`src/rtl/vajra_pkg.sv`:
```
// rtl/vajra_pkg.sv - shared constants and state encoding for the Vajra collector
//
// Contents:
//   NUM_SHAKTI                          number of Shakti gates (8)
//   SHAKTI_EAST .. SHAKTI_NORTHEAST     gate indices, 0 = East, clockwise to 7 = Northeast
//   collector_state_t                   collector FSM state encoding
package vajra_pkg;

   localparam int NUM_SHAKTI = 8;

   localparam int SHAKTI_EAST      = 0;
   localparam int SHAKTI_SOUTHEAST = 1;
   localparam int SHAKTI_SOUTH     = 2;
   localparam int SHAKTI_SOUTHWEST = 3;
   localparam int SHAKTI_WEST      = 4;
   localparam int SHAKTI_NORTHWEST = 5;
   localparam int SHAKTI_NORTH     = 6;
   localparam int SHAKTI_NORTHEAST = 7;

   typedef enum logic [1:0] {
      ST_IDLE    = 2'd0,
      ST_GATHER  = 2'd1,
      ST_PRESENT = 2'd2
   } collector_state_t;

endpackage

```
`src/rtl/vajra_shakti_reduce.sv`:
```
// rtl/vajra_shakti_reduce.sv - combinational sum/max/popcount over transferring gates
//
// Ports:
//   samples  in   NUM_SHAKTI*DATA_WIDTH  gate i at [i*DATA_WIDTH +: DATA_WIDTH]
//   take     in   NUM_SHAKTI             gates transferring this cycle
//   sum      out  DATA_WIDTH+3           unsigned sum of taken samples
//   max      out  DATA_WIDTH             unsigned maximum of taken samples (0 if none)
//   count    out  4                      number of taken samples
module vajra_shakti_reduce
   import vajra_pkg::*;
#(
   parameter int DATA_WIDTH = 8
) (
   input  logic [NUM_SHAKTI*DATA_WIDTH-1:0] samples,
   input  logic [NUM_SHAKTI-1:0]            take,
   output logic [DATA_WIDTH+2:0]            sum,
   output logic [DATA_WIDTH-1:0]            max,
   output logic [3:0]                       count
);

   always_comb begin
      sum   = '0;
      max   = '0;
      count = '0;
      for (int i = 0; i < NUM_SHAKTI; i++) begin
         if (take[i]) begin
            sum   = sum + (DATA_WIDTH+3)'(samples[i*DATA_WIDTH +: DATA_WIDTH]);
            if (samples[i*DATA_WIDTH +: DATA_WIDTH] > max)
               max = samples[i*DATA_WIDTH +: DATA_WIDTH];
            count = count + 4'd1;
         end
      end
   end

endmodule

```
`src/rtl/vajra_bindu_collector.sv`:
```
// rtl/vajra_bindu_collector.sv - gathers up to eight Shakti samples into one Bindu result
//
// Optional feature: define VAJRA_COLLECT_TIMEOUT_EN to close a collection after
// TIMEOUT_CYCLES GATHER cycles with bindu_partial=1.
//
// Ports:
//   clk, rst_n        clock, asynchronous active-low reset
//   collect_start     starts a collection from IDLE (mask sampled then)
//   gate_mask         participating gates
//   shakti_in         8 packed samples, gate i at [i*DATA_WIDTH +: DATA_WIDTH]
//   shakti_in_valid   per-gate valid
//   shakti_in_ready   per-gate ready (masked and not yet received, GATHER only)
//   bindu_sum/max/count/partial  result fields
//   bindu_valid, bindu_ready     result handshake
//   gather_cycles     GATHER cycles of the last collection, saturating at 255
module vajra_bindu_collector
   import vajra_pkg::*;
#(
   parameter int DATA_WIDTH     = 8,
   parameter int TIMEOUT_CYCLES = 255
) (
   input  logic                             clk,
   input  logic                             rst_n,
   input  logic                             collect_start,
   input  logic [NUM_SHAKTI-1:0]            gate_mask,
   input  logic [NUM_SHAKTI*DATA_WIDTH-1:0] shakti_in,
   input  logic [NUM_SHAKTI-1:0]            shakti_in_valid,
   output logic [NUM_SHAKTI-1:0]            shakti_in_ready,
   output logic [DATA_WIDTH+2:0]            bindu_sum,
   output logic [DATA_WIDTH-1:0]            bindu_max,
   output logic [3:0]                       bindu_count,
   output logic                             bindu_partial,
   output logic                             bindu_valid,
   input  logic                             bindu_ready,
   output logic [7:0]                       gather_cycles
);

   collector_state_t        state;
   logic [NUM_SHAKTI-1:0]   mask_r;
   logic [NUM_SHAKTI-1:0]   recv_r;
   logic [DATA_WIDTH+2:0]   sum_r;
   logic [DATA_WIDTH-1:0]   max_r;
   logic [3:0]              count_r;
   logic                    valid_r;
   logic [7:0]              gcyc_r;

   logic [NUM_SHAKTI-1:0]   xfer;
   logic [DATA_WIDTH+2:0]   red_sum;
   logic [DATA_WIDTH-1:0]   red_max;
   logic [3:0]              red_count;
   logic [NUM_SHAKTI-1:0]   new_recv;
   logic [DATA_WIDTH+2:0]   new_sum;
   logic [DATA_WIDTH-1:0]   new_max;
   logic [3:0]              new_count;
   logic                    complete;

   // Ready depends only on registered state so a producer may wait for it
   // before raising valid without creating a combinational loop.
   assign shakti_in_ready = (state == ST_GATHER) ? (mask_r & ~recv_r) : '0;
   assign xfer            = shakti_in_valid & shakti_in_ready;

   vajra_shakti_reduce #(.DATA_WIDTH(DATA_WIDTH)) u_reduce (
      .samples (shakti_in),
      .take    (xfer),
      .sum     (red_sum),
      .max     (red_max),
      .count   (red_count)
   );

   assign new_recv  = recv_r | xfer;
   assign new_sum   = sum_r + red_sum;
   assign new_max   = (red_max > max_r) ? red_max : max_r;
   assign new_count = count_r + red_count;
   assign complete  = (new_recv == mask_r);

`ifdef VAJRA_COLLECT_TIMEOUT_EN
   logic [31:0] tout_cnt;
   logic        partial_r;
   logic        timeout_hit;

   // tout_cnt holds GATHER cycles already finished, so this cycle is number tout_cnt+1.
   assign timeout_hit   = (tout_cnt >= 32'(TIMEOUT_CYCLES - 1));
   assign bindu_partial = partial_r;
`else
   assign bindu_partial = 1'b0;
   // TIMEOUT_CYCLES is kept on the interface so builds with and without the timeout share one instantiation.
   if (TIMEOUT_CYCLES < 0) begin : g_timeout_param_unused
   end
`endif

   assign bindu_sum     = sum_r;
   assign bindu_max     = max_r;
   assign bindu_count   = count_r;
   assign bindu_valid   = valid_r;
   assign gather_cycles = gcyc_r;

   always_ff @(posedge clk or negedge rst_n) begin
      if (!rst_n) begin
         state   <= ST_IDLE;
         mask_r  <= '0;
         recv_r  <= '0;
         sum_r   <= '0;
         max_r   <= '0;
         count_r <= '0;
         valid_r <= 1'b0;
         gcyc_r  <= '0;
`ifdef VAJRA_COLLECT_TIMEOUT_EN
         tout_cnt  <= '0;
         partial_r <= 1'b0;
`endif
      end else begin
         case (state)
            ST_IDLE: begin
               if (collect_start) begin
                  mask_r  <= gate_mask;
                  recv_r  <= '0;
                  sum_r   <= '0;
                  max_r   <= '0;
                  count_r <= '0;
                  gcyc_r  <= '0;
`ifdef VAJRA_COLLECT_TIMEOUT_EN
                  tout_cnt  <= '0;
                  partial_r <= 1'b0;
`endif
                  // Nothing to wait for with an empty mask: present the zero result.
                  if (gate_mask == '0) begin
                     state   <= ST_PRESENT;
                     valid_r <= 1'b1;
                  end else begin
                     state   <= ST_GATHER;
                  end
               end
            end
            ST_GATHER: begin
               recv_r  <= new_recv;
               sum_r   <= new_sum;
               max_r   <= new_max;
               count_r <= new_count;
               if (gcyc_r != 8'hFF)
                  gcyc_r <= gcyc_r + 8'd1;
`ifdef VAJRA_COLLECT_TIMEOUT_EN
               tout_cnt <= tout_cnt + 32'd1;
`endif
               if (complete) begin
                  state   <= ST_PRESENT;
                  valid_r <= 1'b1;
               end
`ifdef VAJRA_COLLECT_TIMEOUT_EN
               else if (timeout_hit) begin
                  state     <= ST_PRESENT;
                  valid_r   <= 1'b1;
                  partial_r <= 1'b1;
               end
`endif
            end
            ST_PRESENT: begin
               if (bindu_ready) begin
                  state   <= ST_IDLE;
                  valid_r <= 1'b0;
               end
            end
            default: begin
               state   <= ST_IDLE;
               valid_r <= 1'b0;
            end
         endcase
      end
   end

endmodule

```
`config.mk`:
```
export PLATFORM = sky130hd
export DESIGN_NAME = vajra_bindu_collector
export DESIGN_NICKNAME = d
export VERILOG_FILES = /design/src/rtl/vajra_pkg.sv /design/src/rtl/vajra_shakti_reduce.sv /design/src/rtl/vajra_bindu_collector.sv
export SDC_FILE = /design/constraint.sdc
export NUM_CORES = 1
export LEC_CHECK = 0
export ABC_AREA = 1
export CORE_ASPECT_RATIO = 2
export CORE_MARGIN = 2
export CORE_UTILIZATION = 55
export DETAILED_ROUTE_END_ITERATION = 10
export GPL_ROUTABILITY_DRIVEN = 0
export PLACE_DENSITY_LB_ADDON = 0.1
export SYNTH_ARGS = -nofsm -noshare
export SYNTH_HDL_FRONTEND = slang
export SYNTH_SLANG_ARGS = --single-unit
```
`constraint.sdc`:
```
create_clock -name clk -period 12.3 [get_ports clk]
set_clock_uncertainty 0.05 [all_clocks]
set_input_delay 2.46 -clock clk [delete_from_list [all_inputs] [get_ports clk]]
set_output_delay 2.46 -clock clk [all_outputs]
set_load 0.05 [all_outputs]
```
-- Yosys cells after proc, flatten, opt, wreduce, memory -nomap -nowiden
Index checks and enable logic that the tools add are counted.
- add/subtract/negate cells: 17
- order comparisons: 9
- equality and inequality tests: 10
- muxes and demuxes: 53
- bitwise operators: 4
- reductions and logical operators: 9
- operators with widths (cell ; count):
    $mux W8 ; 21
    $mux W11 ; 8
    $add A11 B8 Y11 ; 6
    $gt A8 B8 Y1 ; 8
    $pmux W8 S2 ; 3
    $mux W4 ; 8
    $add A4 B1 Y4 const B ; 6
    $pmux W11 S2 ; 1
    $and A8 B8 Y8 ; 2
    $add A11 B11 Y11 ; 1
    $add A8 B8 Y9 ; 1
    $reduce_and A3 Y1 ; 3
    $add A8 B1 Y8 const B ; 1
    $eq A8 B8 Y1 ; 1
    $gt A8 B1 Y1 const B ; 1
    $logic_not A8 Y1 ; 1
    $mux W2 ; 4
    $ne A2 B2 Y1 const B ; 4
    $ne A8 B8 Y1 const B ; 1
    $not A8 Y8 ; 1
    $or A8 B8 Y8 ; 1
    $pmux W4 S2 ; 1
    $pmux W2 S3 ; 1
    $mux W1 ; 5
    other kinds (10) ; 12
- flip-flop bits (word level): 50
- bits of input ports: 84
- output and inout bits: 41
- logic and storage cells: 110

-- Depth between registers and ports, before layout
- depth after elaboration: 29
- gate-level depth with buffers: 94
- mapped depth without buffers: 93

-- Hierarchy
Synthesis repeated with hierarchy kept, for this count alone.
- cells, all modules: 1365
- area total of the unflattened synthesis: 8667.1 µm²
- by module, submodules not included (module ; times used ; cells each ; area each (µm²) ; sequential area each (µm²)):
    vajra_shakti_reduce ; 1 ; 938 ; 5476.5 ; 0.0
    vajra_bindu_collector ; 1 ; 427 ; 3190.6 ; 1251.2

-- Worst setup path after synthesis
Ideal clock, no wire load.
- path type: input to register
- start point: input port shakti_in_valid[0]
- end point: register max_r[0], in the netlist bindu_max[0]
- setup time: 118 ps
- data arrival time: 12686 ps
- required time: 12132 ps
- slack: -554 ps
- stages on the path: 77
- buffers on the path: 5
- cells stage by stage: nand2_4 -> inv_6 -> nand2_1 -> ha_1 -> nand2_1 -> nor2_1 -> nand2_1 -> nor2_1 -> nor2_4 -> nand2_2 -> clkbuf_1 -> o21ai_0 -> ha_1 -> nand2_1 -> nor2_1 -> nand3_1 -> a21oi_1 -> a21oi_2 -> [... 41 more ...] -> nand2_1 -> o21a_1 -> o211ai_1 -> nand2_1 -> buf_2 -> or2_2 -> nand2_1 -> inv_1 -> ha_1 -> nand2_1 -> nor2_1 -> nand2_1 -> o211ai_1 -> nand3_1 -> nand2_1 -> inv_1 -> nand2_1 -> nand2_1
- longest elaborated chain between the ends: 26
- elaborated cells on any way between the ends: 28
- classes of those cells: order compare: 8; eq/ne: 1; mux: 17; bitwise: 1; reduce/logical: 1
- ends and longest elaborated chain (what ; RTL line ; RTL):
    start: declaration ; vajra_bindu_collector.sv:27 ; input logic [NUM_SHAKTI-1:0] shakti_in_valid,
    $and A8 B8 Y8 (*) ; vajra_bindu_collector.sv:60 ; assign xfer = shakti_in_valid & shakti_in_ready;
    $mux W8 (*) ; vajra_shakti_reduce.sv:26 ; if (take[i]) begin
    $gt A8 B8 Y1 ; vajra_shakti_reduce.sv:28 ; if (samples[i*DATA_WIDTH +: DATA_WIDTH] > max)
    $mux W8 ; vajra_shakti_reduce.sv:28 ;
    $mux W8 (*) ; vajra_shakti_reduce.sv:26 ;
    $gt A8 B8 Y1 ; vajra_shakti_reduce.sv:28 ;
    $mux W8 ; vajra_shakti_reduce.sv:28 ;
    $mux W8 (*) ; vajra_shakti_reduce.sv:26 ;
    [... 10 more ...] ; n/a ;
    $mux W8 ; vajra_shakti_reduce.sv:28 ;
    $mux W8 (*) ; vajra_shakti_reduce.sv:26 ;
    $gt A8 B8 Y1 ; vajra_shakti_reduce.sv:28 ;
    $mux W8 ; vajra_shakti_reduce.sv:28 ;
    $mux W8 (*) ; vajra_shakti_reduce.sv:26 ;
    $gt A8 B8 Y1 ; vajra_bindu_collector.sv:72 ; assign new_max = (red_max > max_r) ? red_max : max_r;
    $ne A2 B1 Y1 (no source line) ; n/a ;
    $reduce_and A3 Y1 (no source line) ; n/a ;
    end signal: assignment ; vajra_bindu_collector.sv:137 ; max_r <= new_max;
    end: declaration ; vajra_bindu_collector.sv:42 ; logic [DATA_WIDTH-1:0] max_r;
Every way passes the cells marked *; elsewhere a longest branch is shown, timed or not. The select of a mux whose other input is x is not followed.
A chain may end at the register's enable or synchronous reset.

-- Worst setup path in the final report
- start point: input port shakti_in_valid[0]
- end point: register max_r[7], in the netlist bindu_max[7]
The elaborated chain is that of the path after synthesis.

==> flow_metrics.tcl <==
set metrics [dict create \
    status "finished clean" \
    detail_route.wl_per_cell_um 15.9 \
    power.share.clock_pct 5.9 \
    multi_input_area_mm2 0.00739 \
    ys_types 52 \
    crit_path_top_delay_cell "o211ai_1" \
    final_core_util_pct 79.9 \
    switching_share_pct 53.2 \
    reg2reg_depth 81 \
    comb_power_share_pct 84.5 \
    nFillCells 1124 \
    p_leak_nw 6.33 \
    finalMaxSlewViolations 0 \
    grt_first_pass_wirelength_um 41300 \
    setup_viol 0 \
    drv_cap 0 \
    worst_setup_path_start_kind "input pin" \
    portBuffers 123 \
    hold_depth 2 \
    initial_utilization_pct 56.2 \
    cts_sinks 50 \
    fin_cells 1761 \
    track_usage_pct 30.4 \
    clk_pin_slew_ps 70 \
    hold_path.class "reg -> reg" \
    antenna_found_initial 0 \
    reg2reg_from "state[1]$_DFFE_PN0P_" \
    critPathMaxStageDelay_ps 320 \
    rows 64 \
    htreeDepth 2 \
    fin_crit_sh_pct 97.9 \
    syn_area_mm2 0.00859 \
    areaGrowthSynthToFinish_pct 42.2 \
    syn_nets 1540 \
    intPower_mw 1.28 \
    wirelength_um 28000 \
    ir_worst_vdd_uv 119 \
    drc 0 \
    post-place-cells 1727 \
    grt_pass1_vias 9571 \
    slew_headroom_pct 41.8 \
    fin_crit_ps 12040 \
    seq_area_frac_synth_pct 14.6 \
    cp-end-kind "register" \
    reg2reg_to "bindu_max[7]$_DFFE_PN0P_" \
    worstPathMaxFanout 8 \
    clockBufferDepth 2 \
    synthCells 1314 \
    layout_common_cells "nand2_1, inv_1, buf_4" \
    die_h_um 181 \
    drtAntennaViolNets 0 \
    insertion_delay_ps 300 \
    n_antenna_cell 0 \
    crit_top_cell "nand2_2" \
    powerDensity_mw_per_mm2 224 \
    synthFlopType "dfrtp_1" \
    critical_path_class "in -> reg" \
    hp-start "bindu_max[7]$_DFFE_PN0P_" \
    die_w_um 92.4 \
    avgSynthCellArea_um2 6.54 \
    worstPathArrival_ps 12230 \
    p_sw_mw 1.46 \
    timing.reg2reg.setup_slack_ps 1530 \
    firstDrtPassIters 5 \
    hold_viol 0 \
    seqPwrFrac_pct 9.5 \
    cts_tree "yes" \
    drive_above_1_share_pct 24.8 \
    core_area_mm2 0.0153 \
    regArea_mm2 0.00125 \
    synth_seq_cells 50 \
    dp_hpwl_um 21300 \
    hold_end "bindu_max[7]$_DFFE_PN0P_" \
    cp_data_required_time_ps 12490 \
    fmax_mhz 83.1 \
    async_flop_share_pct 100 \
    layout_commonest_cell "nand2_1" \
    viasPerCell 5.55 \
    overflow 0 \
    tightest_slew_ps 871 \
    grt_max_degree 51 \
    numCtsBuffers 5 \
    root_buffer "clkbuf_16" \
    pin_count 125 \
    cts_hold_buf 0 \
    yosysWarnings 0 \
    num-nets-final 1788 \
    vias 9770 \
    synth-edff-count 0 \
    die_area_mm2 0.0167 \
    drt_iter0_markers 325 \
]
-- layer usage --
layer | vias to the layer above | part of all wire (%) | track usage (%)
met5 | - | 0 | 0
li1 | 4816 | - | -
met2 | 299 | 56 | 60.6
met4 | 0 | 9.0 | 23.9
met1 | 4501 | 32 | 26.2
met3 | 154 | 2.9 | 2.67
-- timing repair --
action                                  4_1_cts  5_1_grt
hold endpoints to repair                      0        0
resized for setup                            40      211
endpoints found under the setup margin        8        9
setup buffers                                 9       11
pin swaps                                    27      115
gates cloned                                  7        0
-- worst max path at each step --
stage          depth (start not counted)  slack, ps               start                        to
2_1_floorplan                         77          4  shakti_in_valid[0]  bindu_max[0]$_DFFE_PN0P_
3_3_place_gp                          75       -760  shakti_in_valid[0]  bindu_max[4]$_DFFE_PN0P_
3_5_place_dp                          72       -920  shakti_in_valid[0]  bindu_max[1]$_DFFE_PN0P_
4_1_cts                               80        160        shakti_in[6]  bindu_max[1]$_DFFE_PN0P_
5_1_grt                               79       -240  shakti_in_valid[0]  bindu_max[7]$_DFFE_PN0P_
6_report                              79        260  shakti_in_valid[0]  bindu_max[7]$_DFFE_PN0P_
-- logic make-up after synthesis --
logic type	count (synthesis)	share of synthesized area, %
other	1	0.0436
adder cells (fa/ha/maj)	142	21.5
XOR/XNOR	54	5.50
buffers and inverters	235	10.4
AO/OA/AOI/OAI	246	16.4
AND/OR/NAND/NOR	586	31.6
flip-flops	50	14.6
-- Yosys cell counts, types with 14 or more instances --
master	instances	area, µm²
nand3_2	18	180
o21ai_0	115	576
nand2_1	318	1190
xnor2_1	21	184
clkbuf_1	19	71.3
nand2_2	19	119
nor3_1	20	100
ha_1	133	1660
nand3_1	51	255
a21oi_1	61	305
o21bai_1	14	105
or2_2	17	106
xor2_1	33	289
inv_1	201	754
dfrtp_1	50	1250
nor2_1	104	390
-- power by group through the flow --
stage / Clock (mW) / Sequential [mW] / Combinational [mW]
2_1_floorplan: 0 / 0.355 / 1.25
3_3_place_gp: 0 / 0.261 / 1.89
3_5_place_dp: 0 / 0.263 / 1.95
4_1_cts: 0.163 / 0.261 / 2.00
5_1_grt: 0.171 / 0.267 / 2.57
6_report: 0.163 / 0.261 / 2.32
-- registers in the layout, indices dropped and copies added (netlist names) --
name           count
recv_r             8
bindu_sum         11
bindu_valid        1
bindu_count        4
bindu_max          8
state              2
gather_cycles      8
mask_r             8
-- through the flow --
step	hold WS (ps)	area, µm²	setup WS (ps)	total power, mW	setup TNS (ps)
after floorplan	418	8600	3.78	1.60	0
after global placement	441	10900	-761	2.15	-6060
after detailed placement	448	10900	-922	2.21	-7330
after CTS	465	11200	159	2.43	0
after global routing	492	12200	-241	3.01	-1860
final	462	12200	259	2.74	0
-- final cells by class --
| class | instances | area share [%] |
|---|---|---|
| multi-input combinational | 1036 | 60.5 |
| inverter | 210 | 6.63 |
| tap | 198 | 2.03 |
| timing repair buffer | 259 | 19.2 |
| clock inverter | 3 | 0.389 |
| sequential | 50 | 10.2 |
| clock buffer | 5 | 1.02 |
-- critical path: cells and delay by family --
kind | cells | cell delay, ps
simple gates | 51 | 5480
fa+ha+maj | 8 | 2180
buf+inv | 11 | 970
compound gates | 9 | 1090
No activity file was read; power rests on OpenSTA's default activity.
==> edit 1: new RTL, config.mk and constraints unchanged <==
`DATA_WIDTH` is set to 8 in 2 places; all go to 6. Comments in the files are not updated.
--- a/src/rtl/vajra_shakti_reduce.sv
+++ b/src/rtl/vajra_shakti_reduce.sv
@@ -10,5 +10,5 @@
    import vajra_pkg::*;
 #(
-   parameter int DATA_WIDTH = 8
+   parameter int DATA_WIDTH = 6
 ) (
    input  logic [NUM_SHAKTI*DATA_WIDTH-1:0] samples,
--- a/src/rtl/vajra_bindu_collector.sv
+++ b/src/rtl/vajra_bindu_collector.sv
@@ -17,5 +17,5 @@
    import vajra_pkg::*;
 #(
-   parameter int DATA_WIDTH     = 8,
+   parameter int DATA_WIDTH     = 6,
    parameter int TIMEOUT_CYCLES = 255
 ) (
Interface: changed (resized bindu_max, bindu_sum and shakti_in); port bits go from 125 to 105. The function was not compared with the original's and may differ.
==> edit 1 against the original RTL <==
Sequential cell count shrank 4; total power down 28%; synthesized cell count is 16% lower; design area shrank 27%; worst setup slack improved by 0.70 ns; routed wire length fell by 31%; area after synthesis is 16% lower; critical path type unchanged; largest cell class unchanged.
==> edit 1: results (changes against the original RTL) <==
stage,metric,value,unit,change
routing,met3 routed wirelength,426,microns,-48%
power_and_ir_drop,comb pwr,0.00156,W,-33%
routing,met1 layer wirelength in the final routing,6510,microns,-28%
synthesis,synth cell count leaders,"262 x nand2_1, 181 x inv_1, 97 x ha_1",,
worst_setup_path,"Max FO, Critical Path",12,,+4
power_and_ir_drop,proportion of power drawn by the clock network,0.080,,+0.021
routing,routed wl met2,11000,microns,-30%
grt,global-route wire length before repair,31800,microns,-23%
cells_and_area,footprint of the flip-flops and latches,1150,sq um,-8.0%
cells_and_area,register fraction of the total cell area,0.130,,+0.0274
grt,met2 usage,0.542,,-0.0643
sta,Final period util,0.922,,-0.0566
synthesis,Post-Syn Nets,1281,,-17%
worst_setup_path,R2R cell count,82,,+1.2%
routing,wire length per cell after detailed routing,14.0,microns,-12%
synthesis,xor and xnor area share after synthesis,0.0555,,+0.000500
power_and_ir_drop,internal power of the cells,0.000899,W,-30%
placement,instance area at placement,8450,sq um,-22%
worst_setup_path,worst-path cell with the longest stage delay,clkdlybuf4s50_1,,
cells_and_area,Multi-In Gates,850,,-18%
grt,met3 GRT Util,0.0179,,-0.00880
cells_and_area,final sequential cell count,46,,-8.0%
cells_and_area,area occupied by multi-input gates,5420,sq um,-27%
grt,GR Util met1,0.258,,-0.00369
cells_and_area,number of nets in the final layout,1394,,-22%
grt,pin count of the biggest net entering global routing,47,,-7.8%
worst_setup_path,data arrival time at the worst-slack endpoint,11.53,ns,-0.70 ns
cells_and_area,proportion of layout cells with a drive suffix above 1,0.103,,-0.144
worst_setup_path,register-to-register setup slack,2.44,ns,+0.91 ns
placement,IO buf count,103,,-16%
cells_and_area,final-layout fill cell count,1145,,+1.9%
placement,hpwl dp,16400,microns,-23%
synthesis,count of different cell masters after synthesis,50,,-3.8%
synthesis,"Seq/Total Area, Yosys",0.159,,+0.0131
power_and_ir_drop,VDD IR max,0.000220,V,+85%
synthesis,share of the synthesized area in compound gates (AO/OA/AOI/OAI),0.145,,-0.0190
cells_and_area,fraction of cell area in non-clock buffers,0.135,,-0.0563
synthesis,"share of synthesized cell area in full adder, half adder and majority cells",0.192,,-0.0225
synthesis,cell types occupying the most area after synthesis,"ha_1 17%, dfrtp_1 16%, nand2_1 14%, inv_1 9.4%, o21ai_0 6.0%",,
cells_and_area,clock-cell share of area,0.0191,,+0.00492
run_status,run status,finished clean,,
worst_setup_path,Slowest Stage Delay on Critical Path,0.48,ns,+0.16 ns
[edit 1: cell types whose count changed after synthesis, sizes merged, moves of 4 or more]
| cell | change |
|---|---|
| nand4 | -5 |
| xnor2 | -6 |
| a211oi | -12 |
| inv | -19 |
| o21ai | -28 |
| nand3 | +26 |
| dfrtp | -4 |
| nor2 | -35 |
| a21oi | -16 |
| or2 | -5 |
| nand2 | -57 |
| ha | -36 |
| clkbuf | -9 |
[edit 1: path summary, 6_finish.rpt]
kind,from,to
worst max-delay path,shakti_in[3],bindu_max[1]$_DFFE_PN0P_
worst min-delay path,bindu_valid$_DFFE_PN0P_,bindu_valid$_DFFE_PN0P_
worst max register to register,state[1]$_DFFE_PN0P_,bindu_max[1]$_DFFE_PN0P_
worst min register to register,bindu_valid$_DFFE_PN0P_,bindu_valid$_DFFE_PN0P_
max in group asynchronous,rst_n,bindu_sum[1]$_DFFE_PN0P_
min in group asynchronous,rst_n,gather_cycles[0]$_DFFE_PN0P_
[edit 1: cells by family after synthesis]
group / after synthesis
compound gates: 185
xor+xnor: 46
fa+ha+maj: 106
buf+inv: 211
flops: 46
other cells: 1
simple gates: 512
[edit 1: per-stage QoR]
step / power, W / cells / TNS [ns] / hold slack [ns]
after global routing: 0.00222 / 1373 / -0.153 / 0.479
final: 0.00198 / 1373 / 0 / 0.462
after floorplan: 0.00140 / 1107 / 0 / 0.418
after detailed placement: 0.00177 / 1356 / -1.89 / 0.445
after CTS: 0.00194 / 1364 / 0 / 0.462
after global placement: 0.00173 / 1356 / 0 / 0.436
[edit 1: what timing repair did]
action,CTS,global route
pin swaps,0,15
setup endpoints to repair,6,6
buffers inserted,0,9
resized for setup,1,43
==> edit 2: new RTL, same settings <==
Made on the original files. Make the reset (`rst_n`) synchronous in one clocked block. Comments in the files are not updated.
--- a/src/rtl/vajra_bindu_collector.sv
+++ b/src/rtl/vajra_bindu_collector.sv
@@ -95,5 +95,5 @@
    assign gather_cycles = gcyc_r;
 
-   always_ff @(posedge clk or negedge rst_n) begin
+   always_ff @(posedge clk) begin
       if (!rst_n) begin
          state   <= ST_IDLE;
Behaviour: not the same (a bounded check fails within 4 cycles, from zero or initial values and one cycle with rst_n low; the reset may be asserted at any time).
==> edit 2 against the original RTL <==
The flow now finishes with violations (negative setup slack); worst setup slack got worse by 0.62 ns; sequential cell count did not move; routed wire length rose by 9.3%; count of clock-buffer cells in the layout did not move; die area fell by 2.4%; area after synthesis fell by 2.4%; design area rose by 0.12%; via count rose by 6.4%; core utilization rose by 2.2 points.
Power is not compared: it rests on default switching activity, and its combinational part moved more than twofold at a synthesized area within 25%.
==> edit 2: results (changes against the original RTL) <==
stage,metric,value,unit,change
synthesis,share of flip-flops with an asynchronous set or reset,0,,-1.00
cells_and_area,"final std cell area, no fill",12200,sq um,+0.12%
cells_and_area,final-layout fill cell count,952,,-15%
routing,routed wl met2,16400,microns,+4.8%
worst_setup_path,Slowest Stage Delay on Critical Path,0.33,ns,
routing,met3 routed wirelength,1170,microns,+42%
grt,GRT Resource Usage Total,0.307,,+0.00230
synthesis,cell types occupying the most area after synthesis,"ha_1 20%, nand2_1 14%, dfxtp_1 12%, inv_1 8.6%, o21ai_0 6.4%",,
routing,first drt pass iteration count,5,,unchanged
worst_setup_path,"Max FO, Critical Path",8,,unchanged
grt,pin count of the biggest net entering global routing,37,,-27%
clock_tree,clock buffers created by TritonCTS,5,,unchanged
power_and_ir_drop,VDD IR max,0.0000651,V,
synthesis,"Seq/Total Area, Yosys",0.119,,-0.0262
grt,number of global-route vias before repair,9432,,-1.5%
placement,hpwl dp,21000,microns,-1.5%
clock_tree,Resize count post-CTS,62,,+55%
grt,global-route wire length before repair,40800,microns,-1.1%
routing,via/cell ratio,5.82,,+4.8%
synthesis,xor and xnor area share after synthesis,0.0596,,+0.00452
synthesis,"share of synthesized cell area in full adder, half adder and majority cells",0.220,,+0.00538
placement,instance area at placement,10700,sq um,-1.9%
sta,Min Hold Slack,0.405,ns,-0.0577 ns
synthesis,share of synthesized area spent on multiplexers,0,,unchanged
run_status,run status,finished with violations,,
worst_hold_path,type of the tightest min-delay check,reg2reg,,
routing,wire length per cell after detailed routing,17.1,microns,+7.7%
synthesis,synth cell count leaders,"308 x nand2_1, 191 x inv_1, 133 x ha_1",,
worst_setup_path,data arrival time at the worst-slack endpoint,12.80,ns,+0.57 ns
grt,antenna violations before repair,0,,unchanged
worst_setup_path,worst-path cell with the longest stage delay,ha_1,,
cells_and_area,proportion of layout cells with a drive suffix above 1,0.257,,+0.00947
routing,met1 layer wirelength in the final routing,10200,microns,+13%
sta,final critical-path setup slack,-0.356,ns,-0.615 ns
floorplan,Site Rows,63,,-1.6%
clock_tree,clock-pin transition on the worst setup and hold timing paths,0.07,ns,about the same
power_and_ir_drop,static leakage,5.95,nW,
placement,IO buf count,123,,unchanged
synthesis,share of the synthesized area in compound gates (AO/OA/AOI/OAI),0.181,,+0.0170
synthesis,commonest register cell after synthesis,dfxtp_1,,
routing,number of DRC markers after the initial detailed-route iteration,443,,+36%
sta,Setup-failing EPs final,8,,+8
cells_and_area,number of nets in the final layout,1817,,+1.6%
run_status,failing checks,negative setup slack,,
sta,actual transition at the worst max-transition pin,1.10,ns,+0.230 ns
synthesis,Post-Syn Nets,1559,,+1.2%
worst_setup_path,register-to-register setup slack,0.94,ns,-0.59 ns
synthesis,count of different cell masters after synthesis,50,,-3.8%
==> edit 2: cell type report <==
cell class                 instances  share of cell area
antenna                            1            0.000205
clock buffer                       5              0.0102
clock inverter                     2             0.00123
inverter                         202              0.0645
multi-input combinational       1058               0.620
sequential                        50              0.0818
tap                              195              0.0200
timing repair buffer             274               0.202
==> edit 2: kinds of logic after synthesis <==
family	Yosys count
buffers and inverters	233
DFF	50
other	1
and+or+nand+nor	577
AOI/OAI and AO/OA	273
adders and majority gates	142
xor gates and xnor gates	57
==> edit 2: worst paths after layout <==
kind | startpoint | to | cells after the start
setup reg to reg | state[0]$_SDFFE_PN0P_ | bindu_max[4]$_SDFFE_PN0P_ | 83
setup / recovery | shakti_in_valid[0] | bindu_max[4]$_SDFFE_PN0P_ | 82
hold reg to reg | bindu_valid$_SDFFE_PN0P_ | bindu_valid$_SDFFE_PN0P_ | 2
hold / removal | bindu_valid$_SDFFE_PN0P_ | bindu_valid$_SDFFE_PN0P_ | 2
==> edit 2: power breakdown <==
part	internal (W)	leakage (nW)	switching, W
sequential	0.000177	0.406	0.0000137
combinational	0.000315	5.49	0.000453
clock	0.0000743	0.0619	0.0000624
==> edit 2: through the flow <==
step	cells	setup slack [ns]	setup TNS, ns
2_1_floorplan	1333	0.0150	0
3_3_place_gp	1742	-0.618	-4.92
3_5_place_dp	1742	-0.888	-7.06
4_1_cts	1766	-0.0105	-0.0105
5_1_grt	1786	-0.763	-5.52
6_report	1787	-0.356	-2.00
==> edit 2: metal layers <==
layer	up-vias	track usage
met3	222	0.0224
met4	0	0.223
met1	4798	0.266
met2	456	0.633
met5	-	0
li1	4918	-
==> edit 2: critical path: cells and delay by family <==
family	cells	cell delay, ns
adders and majority gates	8	1.85
AOI/OAI and AO/OA	20	2.86
and+or+nand+nor	37	3.75
buffers and inverters	17	1.86
